--- config.mk ---
export PLATFORM = sky130hd
export DESIGN_NAME = ddr_gray_ptr_receiver
export DESIGN_NICKNAME = d
export VERILOG_FILES = /design/src/rtl/ddr_fifo_pkg.sv /design/src/rtl/ddr_gray_sync.sv /design/src/rtl/ddr_gray_ptr_receiver.sv
export SDC_FILE = /design/constraint.sdc
export NUM_CORES = 1
export LEC_CHECK = 0
export ABC_CLOCK_PERIOD_IN_PS = 2850
export BUFFER_PORTS_ARGS = -buffer_cell sky130_fd_sc_hd__buf_2
export CORE_MARGIN = 5
export CORE_UTILIZATION = 51
export CTS_BUF_LIST = sky130_fd_sc_hd__clkbuf_16
export DETAILED_ROUTE_END_ITERATION = 6
export GPL_TIMING_DRIVEN = 0
export PLACE_DENSITY = 0.73
export SETUP_SLACK_MARGIN = 0.3
export SYNTH_ARGS = -nofsm -noshare
export SYNTH_HDL_FRONTEND = slang
export SYNTH_SLANG_ARGS = --single-unit
--- constraint.sdc ---
create_clock -name Clk -period 2.85 [get_ports Clk]
set_input_delay 0.1425 -clock Clk [delete_from_list [all_inputs] [get_ports Clk]]
set_output_delay 0.1425 -clock Clk [all_outputs]
set_load 0.01 [all_outputs]
--- src/rtl/ddr_fifo_pkg.sv ---
// Pointer helpers shared by both sides of the DDR wishbone slave async FIFO.
// Functions work on a wide zero-extended value so any pointer width up to PTR_MAX fits.
package ddr_fifo_pkg;

  localparam int PTR_MAX = 16;

  typedef logic [PTR_MAX-1:0] ptr_max_t;

  function automatic int ptr_width(input int addr_width);
    return addr_width + 1;
  endfunction

  // Zero upper bits leave the prefix XOR of the live bits unchanged.
  function automatic ptr_max_t gray2bin(input ptr_max_t g);
    ptr_max_t b;
    b[PTR_MAX-1] = g[PTR_MAX-1];
    for (int i = PTR_MAX - 2; i >= 0; i--) begin
      b[i] = b[i+1] ^ g[i];
    end
    return b;
  endfunction

  function automatic ptr_max_t bin2gray(input ptr_max_t b);
    return b ^ (b >> 1);
  endfunction

  function automatic int unsigned popcount(input ptr_max_t v);
    int unsigned n;
    n = 0;
    for (int i = 0; i < PTR_MAX; i++) begin
      n = n + int'(v[i]);
    end
    return n;
  endfunction

endpackage

--- src/rtl/ddr_gray_sync.sv ---
// Two-flop synchroniser for a Gray pointer followed by a registered Gray-to-binary decode.
module ddr_gray_sync
  import ddr_fifo_pkg::*;
#(
  parameter int WIDTH = 3
) (
  input  logic             Clk,
  input  logic             Reset,
  input  logic             Clear_in,
  input  logic [WIDTH-1:0] gray_in,
  output logic [WIDTH-1:0] gray_sync_out,
  output logic [WIDTH-1:0] bin_out
);

  logic [WIDTH-1:0] s1_reg;
  logic [WIDTH-1:0] s2_reg;
  logic [WIDTH-1:0] bin_reg;
  logic [WIDTH-1:0] bin_next;

  assign bin_next = WIDTH'(gray2bin(ptr_max_t'(s2_reg)));

  // s1 -> s2 is a bare flop pair so the metastable stage has a full cycle to settle.
  always_ff @(posedge Clk or posedge Reset) begin
    if (Reset) begin
      s1_reg  <= '0;
      s2_reg  <= '0;
      bin_reg <= '0;
    end else if (Clear_in) begin
      s1_reg  <= '0;
      s2_reg  <= '0;
      bin_reg <= '0;
    end else begin
      s1_reg  <= gray_in;
      s2_reg  <= s1_reg;
      bin_reg <= bin_next;
    end
  end

  assign gray_sync_out = s2_reg;
  assign bin_out       = bin_reg;

endmodule

--- src/rtl/ddr_gray_ptr_receiver.sv ---
// Read-side pointer logic of the DDR async FIFO: synchronises the write pointer,
// tracks the read pointer and produces level, empty, underflow and coherence-error flags.
module ddr_gray_ptr_receiver
  import ddr_fifo_pkg::*;
#(
  parameter  int ADDR_WIDTH = 2,
  localparam int PTR_WIDTH  = ptr_width(ADDR_WIDTH)
) (
  input  logic                  Clk,
  input  logic                  Reset,
  input  logic                  Clear_in,
  input  logic [PTR_WIDTH-1:0]  WrGray_in,
  input  logic                  ReadEn_in,
  output logic                  Pop_out,
  output logic [ADDR_WIDTH-1:0] RdAddr_out,
  output logic [PTR_WIDTH-1:0]  RdGray_out,
  output logic [PTR_WIDTH-1:0]  Level_out,
  output logic                  Empty_out,
  output logic                  Underflow_out,
  output logic                  Error_out
);

  localparam int DEPTH = 1 << ADDR_WIDTH;

  logic [PTR_WIDTH-1:0] wr_gray_sync;
  logic [PTR_WIDTH-1:0] wr_bin_reg;
  logic [PTR_WIDTH-1:0] wr_bin_next;
  logic [PTR_WIDTH-1:0] wr_gray_prev;
  logic [PTR_WIDTH-1:0] rd_bin_reg;
  logic [PTR_WIDTH-1:0] rd_bin_next;
  logic [PTR_WIDTH-1:0] level_next;
  logic                 hamming_bad;
  logic                 level_bad;

  ddr_gray_sync #(
    .WIDTH(PTR_WIDTH)
  ) u_sync (
    .Clk          (Clk),
    .Reset        (Reset),
    .Clear_in     (Clear_in),
    .gray_in      (WrGray_in),
    .gray_sync_out(wr_gray_sync),
    .bin_out      (wr_bin_reg)
  );

  // wr_bin_reg is the decode of last cycle's synchronised value, so re-encoding it
  // recovers the previous s2 without a separate history register.
  assign wr_gray_prev = PTR_WIDTH'(bin2gray(ptr_max_t'(wr_bin_reg)));
  assign wr_bin_next  = PTR_WIDTH'(gray2bin(ptr_max_t'(wr_gray_sync)));

  assign Pop_out     = ReadEn_in & ~Empty_out;
  assign rd_bin_next = rd_bin_reg + PTR_WIDTH'(Pop_out);
  assign level_next  = wr_bin_next - rd_bin_next;

  assign hamming_bad = popcount(ptr_max_t'(wr_gray_sync ^ wr_gray_prev)) > 1;
  assign level_bad   = level_next > PTR_WIDTH'(DEPTH);

  always_ff @(posedge Clk or posedge Reset) begin
    if (Reset) begin
      rd_bin_reg    <= '0;
      RdGray_out    <= '0;
      Level_out     <= '0;
      Empty_out     <= 1'b1;
      Underflow_out <= 1'b0;
      Error_out     <= 1'b0;
    end else if (Clear_in) begin
      rd_bin_reg    <= '0;
      RdGray_out    <= '0;
      Level_out     <= '0;
      Empty_out     <= 1'b1;
      Underflow_out <= 1'b0;
      Error_out     <= 1'b0;
    end else begin
      rd_bin_reg    <= rd_bin_next;
      RdGray_out    <= PTR_WIDTH'(bin2gray(ptr_max_t'(rd_bin_next)));
      Level_out     <= level_next;
      Empty_out     <= (level_next == '0);
      Underflow_out <= ReadEn_in & Empty_out;
      Error_out     <= Error_out | hamming_bad | level_bad;
    end
  end

  assign RdAddr_out = rd_bin_reg[ADDR_WIDTH-1:0];

endmodule

* Word level (Yosys, flattened, before mapping)
Index checks and enable logic that the tools add are counted.
** Storage, ports and cells
- Flip-flop bits (word level) :: 21
- Input bits :: 7
** Operators by class
- Add/sub/neg operators :: 17
- $lt $le $gt $ge :: 2
- Muxes and demuxes :: 9
- Bitwise gates (word level) :: 10
- Reductions and logical operators :: 1
** Operators by type and width (count)
- $mux W3 :: 6
- $add A15 B1 Y16 const B :: 1
- $gt A16 B1 Y1 const B :: 1
- $add A14 B1 Y15 const B :: 1
- $add A13 B1 Y14 const B :: 1
- $add A12 B1 Y13 const B :: 1
- $add A11 B1 Y12 const B :: 1
- $add A10 B1 Y11 const B :: 1
- $add A9 B1 Y10 const B :: 1
- $add A8 B1 Y9 const B :: 1
- $add A7 B1 Y8 const B :: 1
- $add A6 B1 Y7 const B :: 1
- $add A5 B1 Y6 const B :: 1
- $xor A3 B2 Y3 :: 2
- $add A4 B1 Y5 const B :: 1
- $add A3 B1 Y4 const B :: 1
- $add A2 B1 Y3 :: 1
- $add A3 B1 Y3 :: 1
- $gt A3 B3 Y1 const B :: 1
- $logic_not A3 Y1 :: 1
- $mux W1 :: 3
- $sub A3 B3 Y3 :: 1
- $xor A3 B3 Y3 :: 1
- $add A1 B1 Y2 :: 1
- other kinds (4) :: 7

* Logic depth before layout (Yosys ltp)
- Depth in word-level cells :: 21
- Gate-level depth with buffers :: 8
- Gate-level depth less buffers :: 8

* Hierarchy
From an unflattened synthesis, not the netlist that was laid out.
** Second synthesis, totals
- Cell total of the unflattened synthesis :: 70
- Area, all modules :: 873.3 um^2
** Modules (own cells, without submodules)
- ddr_gray_ptr_receiver :: times used 1, cells each 48, area an instance 556.8 um^2
- ddr_gray_sync :: times used 1, cells each 22, area an instance 316.6 um^2

* Worst setup path before layout
No wires, ideal clock.
- Kind :: reg-to-reg
- Start :: register Empty_out
- End :: register Error_out
- Library setup time :: 0.135 ns
- Data arrival time :: 2.080 ns
- Required time :: 2.715 ns
- Slack :: 0.635 ns
- Stages on the path, launching flop included :: 9
- Buffers on the path :: 0
- Period minus slack after synthesis :: 2.215 ns
- Cell sequence :: dfstp_2 > nor2b_1 > ha_1 > ha_1 > inv_1 > fa_1 > xnor2_1 > xnor2_1 > o22ai_1
** Between the ends
- Cells in the longest elaborated chain, start to end :: 7
** RTL lines
- start, declared :: line ddr_gray_ptr_receiver.sv:18 : output logic Empty_out,
- start signal, assigned :: line ddr_gray_ptr_receiver.sv:77 : Empty_out <= (level_next == '0);
- $not A1 Y1 :: line ddr_gray_ptr_receiver.sv:51 : assign Pop_out = ReadEn_in & ~Empty_out;
- $and A1 B1 Y1 :: line ddr_gray_ptr_receiver.sv:51
- via Pop_out :: line ddr_gray_ptr_receiver.sv:14 : output logic Pop_out,
- $add A3 B1 Y3 :: line ddr_gray_ptr_receiver.sv:52 : assign rd_bin_next = rd_bin_reg + PTR_WIDTH'(Pop_out);
- $sub A3 B3 Y3 :: line ddr_gray_ptr_receiver.sv:53 : assign level_next = wr_bin_next - rd_bin_next;
- $gt A3 B3 Y1 :: line ddr_gray_ptr_receiver.sv:56 : assign level_bad = level_next > PTR_WIDTH'(DEPTH);
- $or A1 B1 Y1 :: line ddr_gray_ptr_receiver.sv:79 : Error_out <= Error_out | hamming_bad | level_bad;
- $mux W1 :: line ddr_gray_ptr_receiver.sv:66 : end else if (Clear_in) begin
- end signal, assigned :: line ddr_gray_ptr_receiver.sv:79
- end, declared :: line ddr_gray_ptr_receiver.sv:20 : output logic Error_out
The timed path passes the listed nets, and every way through them passes these cells.

* Final worst setup path
- Start :: register Empty_out
- End :: register Error_out
** Between the ends
- Cells in the longest elaborated chain, start to end :: 7
** RTL lines (line)
- $not A1 Y1 :: ddr_gray_ptr_receiver.sv:51
- $and A1 B1 Y1 :: ddr_gray_ptr_receiver.sv:51
- $add A3 B1 Y3 :: ddr_gray_ptr_receiver.sv:52
- $sub A3 B3 Y3 :: ddr_gray_ptr_receiver.sv:53
- $gt A3 B3 Y1 :: ddr_gray_ptr_receiver.sv:56
- $or A1 B1 Y1 :: ddr_gray_ptr_receiver.sv:79
- $mux W1 :: ddr_gray_ptr_receiver.sv:66
No other way between the ends.

==> summary.txt <==
Run status
  • Status: complete, no violations

Timing
  • Period utilisation layout: 80.9%
  • Crit path time final: 2.30 ns
  • Fin. max-slew vios: 0
  • Setup tns final: 0 ns
  • Final WS setup: 0.546 ns
  • Final count of hold timing violations: 0
  • Worst Tran Pin Value: 0.722 ns
  • Rel. slew slack: 51.8%
  • Layout Skew: 0.00114 ns
  • RSZ-0062 raised after global routing: false
  • Hold slack: 0.00320 ns
  • Setup-failing EPs final: 0
  • Peak Freq: 434 MHz

GRT
  • Antenna violations before repair: 0
  • Grt ovf: 0
  • GRT Total Usage: 12.5%
  • Vias in the first global route: 548
  • Largest net degree at the start of global routing: 21
  • First-pass GRT wire length: 2450 µm

CTS
  • Clk sinks: 20
  • CTS tree: built
  • Worst-Skew Late Latency: 0.25 ns
  • Clock buffer depth: 2
  • Clk root buf: clkbuf_16
  • CTS Buf Count: 3
  • H-Tree Depth: 1
  • CTS clk-pin slew, worst paths: 0.05 ns
  • CTS Hold Bufs: 0
  • Post-cts sizing count: 0
  • # Post-CTS Setup Buffers: 0

Routing
  • Post-Route WL: 1330 µm
  • DRC: 0
  • Initial DRC count: 4
  • WL per Instance: 12.7 µm
  • Via count: 521
  • Vias/cell: 4.96
  • Post-DRT Antenna Nets: 0
  • Drt first pass iters: 4

Layout
  • Area grow syn2layout: 22.2%
  • Antenna cells: 0
  • Final #Nets: 102
  • Most common cell after layout, fill and taps aside: dfrtp_1
  • Non-Filler Instances: 105
  • # fillers: 114
  • Post-layout util: 67.4%
  • Final design area excluding fillers: 1040 µm²
  • Fraction of layout cells with a size suffix above 1: 28.1%
  • Most frequent cells in the layout: dfrtp_1 (19), buf_2 (18), nor2b_1 (10), xnor2_1 (9), nor2_1 (8)

Power and ir drop
  • Power Density: 786 nW/µm²
  • Tot Pwr: 816 µW
  • Peak VDD IR: 0.455 mV
  • Leakage: 0.536 nW

Setup path
  • Worst-path maximum fanout: 3
  • Crit. End Element: register
  • Crit Path Class: reg -> reg
  • R2r setup slk: 0.55 ns
  • CP required: 2.97 ns
  • Crit path launch type: register
  • CP arrival: 2.42 ns

Hold path
  • Hold Crit Class: in -> async

Synth
  • Post-synthesis cell count: 67
  • Syn Nets: 79
  • Sequential fraction of the synthesis area: 59.1%
  • Seq cells post-synth: 20
  • Synth warn: 0
  • Syn Area/Cell: 12.7 µm²
  • Synthesized area: 850 µm²
  • Synth unique cells: 17

Floorplanning
  • IO Count: 19
  • Die Area: 2580 µm²
  • Die Span Y: 50.8 µm
  • Chip width: 50.8 µm
  • FP Rows: 14
  • Core area: 1540 µm²
  • Initial Util: 55.1%

Placement
  • Dpl hpwl: 956 µm
  • GP Congestion: 0.787
  • Placed Area: 960 µm²
  • Dpl cells: 101
  • Place WS: 0.548 ns
  • PortBufs: 18

Job
  • Number of max-cap violations: 0
-- Yosys cell counts --
cell	number	area, µm²
a211oi_1	1	7.51
a21o_1	1	7.51
a31o_1	1	8.76
clkbuf_1	2	7.51
dfrtp_1	19	475
dfstp_2	1	26.3
fa_1	1	20.0
ha_1	4	50.1
inv_1	4	15.0
nand2_1	1	3.75
nor2_1	8	30.0
nor2b_1	10	62.6
nor2b_2	1	8.76
o22ai_1	1	6.26
xnor2_1	9	78.8
xor2_1	1	8.76
xor2_2	2	32.5
-- metal layers --
metal | wire (µm) | up-vias | share of wire, % | GRT usage, %
met5 | 0 | - | 0 | 0
met1 | 539 | 248 | 41 | 15.2
met4 | 44 | 0 | 3.3 | 8.94
met3 | 101 | 5 | 7.6 | 2.91
li1 | - | 251 | - | -
met2 | 643 | 17 | 48 | 19.4
-- report_power, final --
part / switching [mW] / internal [mW]
sequential: 0.0163 / 0.327
combinational: 0.103 / 0.0870
clock: 0.0968 / 0.187
total: 0.216 / 0.600
-- worst max-delay path, stage by stage (launching register included) --
cell,delay (ns)
dfstp_2,0.54
nor2b_1,0.06
ha_1,0.20
ha_1,0.33
inv_1,0.09
fa_1,0.40
xnor2_1,0.14
xnor2_1,0.27
o22ai_1,0.14
-- worst paths after layout --
kind / start / endpoint / cells past startpoint
min reg2reg: u_sync.s1_reg[1] / u_sync.gray_sync_out[1] / 1
min: Reset / RdGray_out[2] / 2
min in group Clk: WrGray_in[2] / u_sync.s1_reg[2] / 2
max: Empty_out / Error_out / 8
max in group asynchronous: Reset / Underflow_out / 2
max reg2reg: Empty_out / Error_out / 8
-- cell families after synthesis --
family	after synthesis	synth area share [%]
compound gates	4	3.54
buf+inv	6	2.65
flops	20	59.1
xor+xnor	12	14.1
fa+ha+maj	5	8.25
simple gates	20	12.4
-- final cells by class --
cell class	count	area, µm²	area share [%]
flip-flops and latches	20	502	48.3
multi-input cells	41	325	31.3
repair buffers	18	90.1	8.67
clock buffers	3	75.1	7.23
well taps	16	20.0	1.93
inverters	4	15.0	1.45
plain buffers	2	7.51	0.723
clock inverters	1	3.75	0.361
(Power assumes the default switching activity.)
